==> config.mk <==
export PLATFORM = sky130hd
export DESIGN_NAME = mem_arbiter
export DESIGN_NICKNAME = d
export VERILOG_FILES = /design/src/rtl/mem_arbiter_pkg.sv /design/src/rtl/mem_arbiter.sv
export SDC_FILE = /design/constraint.sdc
export NUM_CORES = 1
export LEC_CHECK = 0
export BUFFER_PORTS_ARGS = -buffer_cell sky130_fd_sc_hd__clkbuf_2
export CORE_AREA = 2 2 103 105
export CTS_CLUSTER_SIZE = 30
export DETAILED_ROUTE_END_ITERATION = 16
export DIE_AREA = 0 0 105 107
export PLACE_DENSITY = 0.49
export SETUP_SLACK_MARGIN = 0.3
export SYNTH_ARGS = -nofsm -noshare
export SYNTH_HDL_FRONTEND = slang
export SYNTH_SLANG_ARGS = --single-unit
==> constraint.sdc <==
create_clock -name clk -period 1.8 [get_ports clk]
set_clock_uncertainty 0.2 [all_clocks]
set_input_delay 0.36 -clock clk [delete_from_list [all_inputs] [get_ports clk]]
set_output_delay 0.36 -clock clk [all_outputs]
set_load 0.005 [all_outputs]
==> src/rtl/mem_arbiter_pkg.sv <==
// Shared hold-flag/write-enable/state encodings and types for the core memory arbiter.
`ifndef HOLD_FLAG_BUS
`define HOLD_FLAG_BUS 2:0
`define HOLD_NONE     3'b000
`define HOLD_PC       3'b001
`define HOLD_ID       3'b011
`define WRITE_ENABLE  1'b1
`define WRITE_DISABLE 1'b0
`define ZERO_WORD     32'h0
`define ARB_IDLE      2'b00
`define ARB_RD0       2'b01
`define ARB_RD1       2'b10
`endif

package mem_arbiter_pkg;

  localparam int unsigned HOLD_W = 3;
  localparam int unsigned CNT_W  = 4;

  typedef enum logic [1:0] {
    ARB_ST_IDLE = `ARB_IDLE,
    ARB_ST_RD0  = `ARB_RD0,
    ARB_ST_RD1  = `ARB_RD1
  } arb_state_e;

endpackage

==> src/rtl/mem_arbiter.sv <==
// Shares the single-port core memory between fetch (m0) and ex load/store (m1).
// Build option MEM_ARB_STARVE_GUARD_EN adds the m0 starvation guard.
`ifndef HOLD_FLAG_BUS
`define HOLD_FLAG_BUS 2:0
`define HOLD_NONE     3'b000
`define HOLD_PC       3'b001
`define HOLD_ID       3'b011
`define WRITE_ENABLE  1'b1
`define WRITE_DISABLE 1'b0
`define ZERO_WORD     32'h0
`define ARB_IDLE      2'b00
`define ARB_RD0       2'b01
`define ARB_RD1       2'b10
`endif

module mem_arbiter
  import mem_arbiter_pkg::*;
#(
  parameter int unsigned ADDR_W     = 32,
  parameter int unsigned DATA_W     = 32,
  parameter int unsigned STARVE_MAX = 4
) (
  input  logic                 clk,
  input  logic                 rst,
  input  logic                 m0_req,
  input  logic [ADDR_W-1:0]    m0_addr,
  output logic                 m0_gnt,
  output logic                 m0_rvalid,
  output logic [DATA_W-1:0]    m0_rdata,
  input  logic                 m1_req,
  input  logic                 m1_we,
  input  logic [ADDR_W-1:0]    m1_addr,
  input  logic [DATA_W-1:0]    m1_wdata,
  output logic                 m1_gnt,
  output logic                 m1_rvalid,
  output logic [DATA_W-1:0]    m1_rdata,
  output logic                 s_req,
  output logic                 s_we,
  output logic [ADDR_W-1:0]    s_addr,
  output logic [DATA_W-1:0]    s_wdata,
  input  logic [DATA_W-1:0]    s_rdata,
  output logic [`HOLD_FLAG_BUS] hold_flag_o
);

  localparam logic [CNT_W-1:0] STARVE_LIM = CNT_W'(STARVE_MAX);

  arb_state_e state_q, state_d;
  logic       starved_c;

  // Tracks which master owns the single outstanding read.
  always_ff @(posedge clk or posedge rst) begin
    if (rst) begin
      state_q <= ARB_ST_IDLE;
    end else begin
      state_q <= state_d;
    end
  end

`ifdef MEM_ARB_STARVE_GUARD_EN
  logic [CNT_W-1:0] starve_cnt_q, starve_cnt_d;

  always_ff @(posedge clk or posedge rst) begin
    if (rst) begin
      starve_cnt_q <= '0;
    end else begin
      starve_cnt_q <= starve_cnt_d;
    end
  end

  // Counts consecutive cycles fetch was denied; saturates at the limit.
  always_comb begin
    starve_cnt_d = starve_cnt_q;
    if (m0_gnt) begin
      starve_cnt_d = '0;
    end else if (m0_req && (starve_cnt_q != STARVE_LIM)) begin
      starve_cnt_d = starve_cnt_q + CNT_W'(1);
    end
  end

  assign starved_c = (starve_cnt_q == STARVE_LIM);
`else
  // Without the guard ex always wins and the limit has no effect.
  logic unused_starve_lim;
  assign starved_c         = 1'b0;
  assign unused_starve_lim = ^STARVE_LIM;
`endif

  // Arbitration, slave drive, response routing and hold flag; all quiet during reset.
  always_comb begin
    state_d     = ARB_ST_IDLE;
    m0_gnt      = 1'b0;
    m1_gnt      = 1'b0;
    m0_rvalid   = 1'b0;
    m0_rdata    = '0;
    m1_rvalid   = 1'b0;
    m1_rdata    = '0;
    s_req       = 1'b0;
    s_we        = `WRITE_DISABLE;
    s_addr      = '0;
    s_wdata     = '0;
    hold_flag_o = `HOLD_NONE;

    if (!rst) begin
      if (m0_req && (!m1_req || starved_c)) begin
        m0_gnt = 1'b1;
      end else if (m1_req) begin
        m1_gnt = 1'b1;
      end

      if (m0_gnt) begin
        s_req   = 1'b1;
        s_we    = `WRITE_DISABLE;
        s_addr  = m0_addr;
        state_d = ARB_ST_RD0;
      end else if (m1_gnt) begin
        s_req   = 1'b1;
        s_we    = m1_we;
        s_addr  = m1_addr;
        s_wdata = m1_wdata;
        state_d = (m1_we == `WRITE_ENABLE) ? ARB_ST_IDLE : ARB_ST_RD1;
      end

      case (state_q)
        ARB_ST_RD0: begin
          m0_rvalid = 1'b1;
          m0_rdata  = s_rdata;
        end
        ARB_ST_RD1: begin
          m1_rvalid = 1'b1;
          m1_rdata  = s_rdata;
        end
        default: ;
      endcase

      if (m1_req && !m1_gnt) begin
        hold_flag_o = `HOLD_ID;
      end else if (m0_req && !m0_gnt) begin
        hold_flag_o = `HOLD_PC;
      end
    end
  end

endmodule

==> flow_summary.yaml <==
die:
  fp.dieW_um: 105
  die-area_um2: 11200
  pin_count: 270
  die_h_um: 107
  core_area_um2: 10100
  initial_core_util_pct: 12.4
  rows: 37
worst_setup_path:
  cp_slowest_cell: "dfrtp_1"
  crit_fanout: 33
  crit_path_cell_trace: "nor3b_4 -> buf_12 -> and2_1 -> clkbuf_2"
  worstSetupStartpointType: "register"
  critPathBufInv: 2
  cp.depth: 4
  path_class: "reg -> out"
  cpPeakStageDelay_ps: 380
  path_delay_family: "simple AND/OR/NAND/NOR gates"
  critical_path_arrival_ps: 1290
  cp-end-kind: "output port"
  cp.required_ps: 1240
detailed_routing:
  wl_per_cell_um: 13.0
  drt_iter0_markers: 75
  drt-pass1-iter-count: 3
  via_count: 2326
  postRouteAntennaNets: 0
  route.detailed.drc: 0
  routed_wl_um: 7440
  viasPerCell: 4.05
final_layout:
  fin_cells: 574
  areaGrowthSynthToFinish_pct: 184
  largest-register: "state_q"
  antenna_cells: 0
  final_core_util_pct: 35.1
  drive_above_1_share_pct: 81.7
  fin_nets: 573
  top_regs: "state_q (2)"
  largest_reg_flops: 2
power:
  p_per_area_nw_per_um2: 239
  p_leak_nw: 2.02
  ir_worst_vdd_v: 0.0000808
timing:
  setup_viol: 77
  slew_violations: 0
  rsz0062_at_grt: "true"
  layout_setup_ws_ps: -54.0
  hold_violations: 0
  post-route-period-util_pct: 103
  max_freq_mhz: 539
  fin_crit_ps: 1850
place:
  place_ws_ps: -58.9
  gp_congestion: 0.706
  hpwlAfterDp_um: 5380
  port_buffers: 267
  dp.cells: 554
cts:
  clock_path_buffers: 2
  cts_tree: "yes"
  cts-root-buf: "clkbuf_8"
  path_clk_slew_ps: 30
  clock_sinks: 2
  cts_buffers: 3
  h-tree-depth: 1
outcome:
  violations: "setup timing"
  status: "finished, violations left"
hold_path:
  holdCritPathClass: "in -> reg"
  hold_path_depth: 2
global_route:
  grt_pass1_vias: 2114
  grt_pass1_wl_um: 10200
  antenna_found_initial: 0
  grt_use_total_pct: 10.9
  grt_overflow_total: 0
  grt_max_degree: 35
synthesis:
  yosysWarnings: 0
  netlist_instances: 165
  synth_seq_area_share_pct: 4.01
  synthesis.area_um2: 1250
  syn_avg_cell_area_um2: 7.57
  ys_seq_elements: 2
  netlist-cell-type-count: 14
flow_run:
  maxCapViolCount: 0
-- metal layers --
| metal | GRT usage (%) | share of wire, % |
|---|---|---|
| met1 | 12.2 | 36 |
| met2 | 21.4 | 54 |
| met3 | 1.95 | 9.7 |
| met4 | 2.10 | 0.55 |
| met5 | 0 | 0 |
-- where the power goes --
group / internal (mW) / total [mW] / switching, mW
clock network: 0.142 / 0.178 / 0.0368
logic: 0.396 / 0.620 / 0.224
registers: 0.0471 / 0.0489 / 0.00186
-- per-stage QoR --
step | hold slack, ps | total power, mW | TNS (ps) | area (µm²)
5_1_grt | 145 | 0.907 | -6870 | 3540
6_report | 128 | 0.847 | -2380 | 3540
4_1_cts | 117 | 0.775 | -4110 | 3150
3_3_place_gp | 290 | 0.486 | -581 | 2770
2_1_floorplan | -98.8 | 0.229 | 0 | 1330
3_5_place_dp | 303 | 0.491 | -2890 | 2770
-- layout make-up --
cell class                 instances  area (µm²)
clock buffer                       3        41.3
tap                              136         170
fill                            1078        6550
multi-input combinational        140        1170
sequential                         2        50.0
timing repair buffer             291        2090
inverter                           2        12.5
-- cells by family after synthesis --
kind of cell | Yosys count | share of synthesized area, %
compound gates | 32 | 25.7
buf+inv | 24 | 16.0
flops | 2 | 4.01
other cells | 1 | 0.300
simple gates | 106 | 54.0
-- synth_stat cells --
| cell | instances | area, µm² |
|---|---|---|
| nor3_1 | 1 | 5.00 |
| nor2b_2 | 2 | 17.5 |
| nor3b_2 | 2 | 25.0 |
| buf_4 | 3 | 22.5 |
| clkbuf_1 | 5 | 18.8 |
| nor2_1 | 2 | 7.51 |
| and2_1 | 99 | 619 |
| buf_6 | 13 | 146 |
| clkinv_1 | 1 | 3.75 |
| a32o_1 | 32 | 320 |
| dfrtp_1 | 2 | 50.1 |
| conb_1 | 1 | 3.75 |
| inv_1 | 1 | 3.75 |
| clkbuf_2 | 1 | 5.00 |
-- final timing paths --
check                      startpoint      endpoint  slack [ps]
setup / recovery           state_q[1]  m1_rdata[24]         -50
hold / removal                  m1_we    state_q[1]         130
max in group asynchronous         rst    state_q[1]         740
min in group asynchronous         rst    state_q[0]         560
-- cells in the final DEF, fill, tap and decap left out, drive strengths merged, types with 2 or more instances in the layout --
cell type / Yosys / layout
and2: 99 / 99
nor3b: 2 / 2
conb: 1 / 2
nor2: 2 / 2
dfrtp: 2 / 2
clkbuf: 6 / 219
nor2b: 2 / 2
a32o: 32 / 32
buf: 16 / 74
-- what timing repair did --
| action | in CTS | in global routing |
|---|---|---|
| cloned | 7 | 4 |
| hold buffers | 1 | 0 |
| endpoints found under the setup margin | 134 | 135 |
| pin swaps | 13 | 25 |
| hold endpoints to repair | 2 | 0 |
| setup buffers | 4 | 1 |
| gates resized for setup | 35 | 82 |
Note: power is estimated with default switching activity, not from simulation.
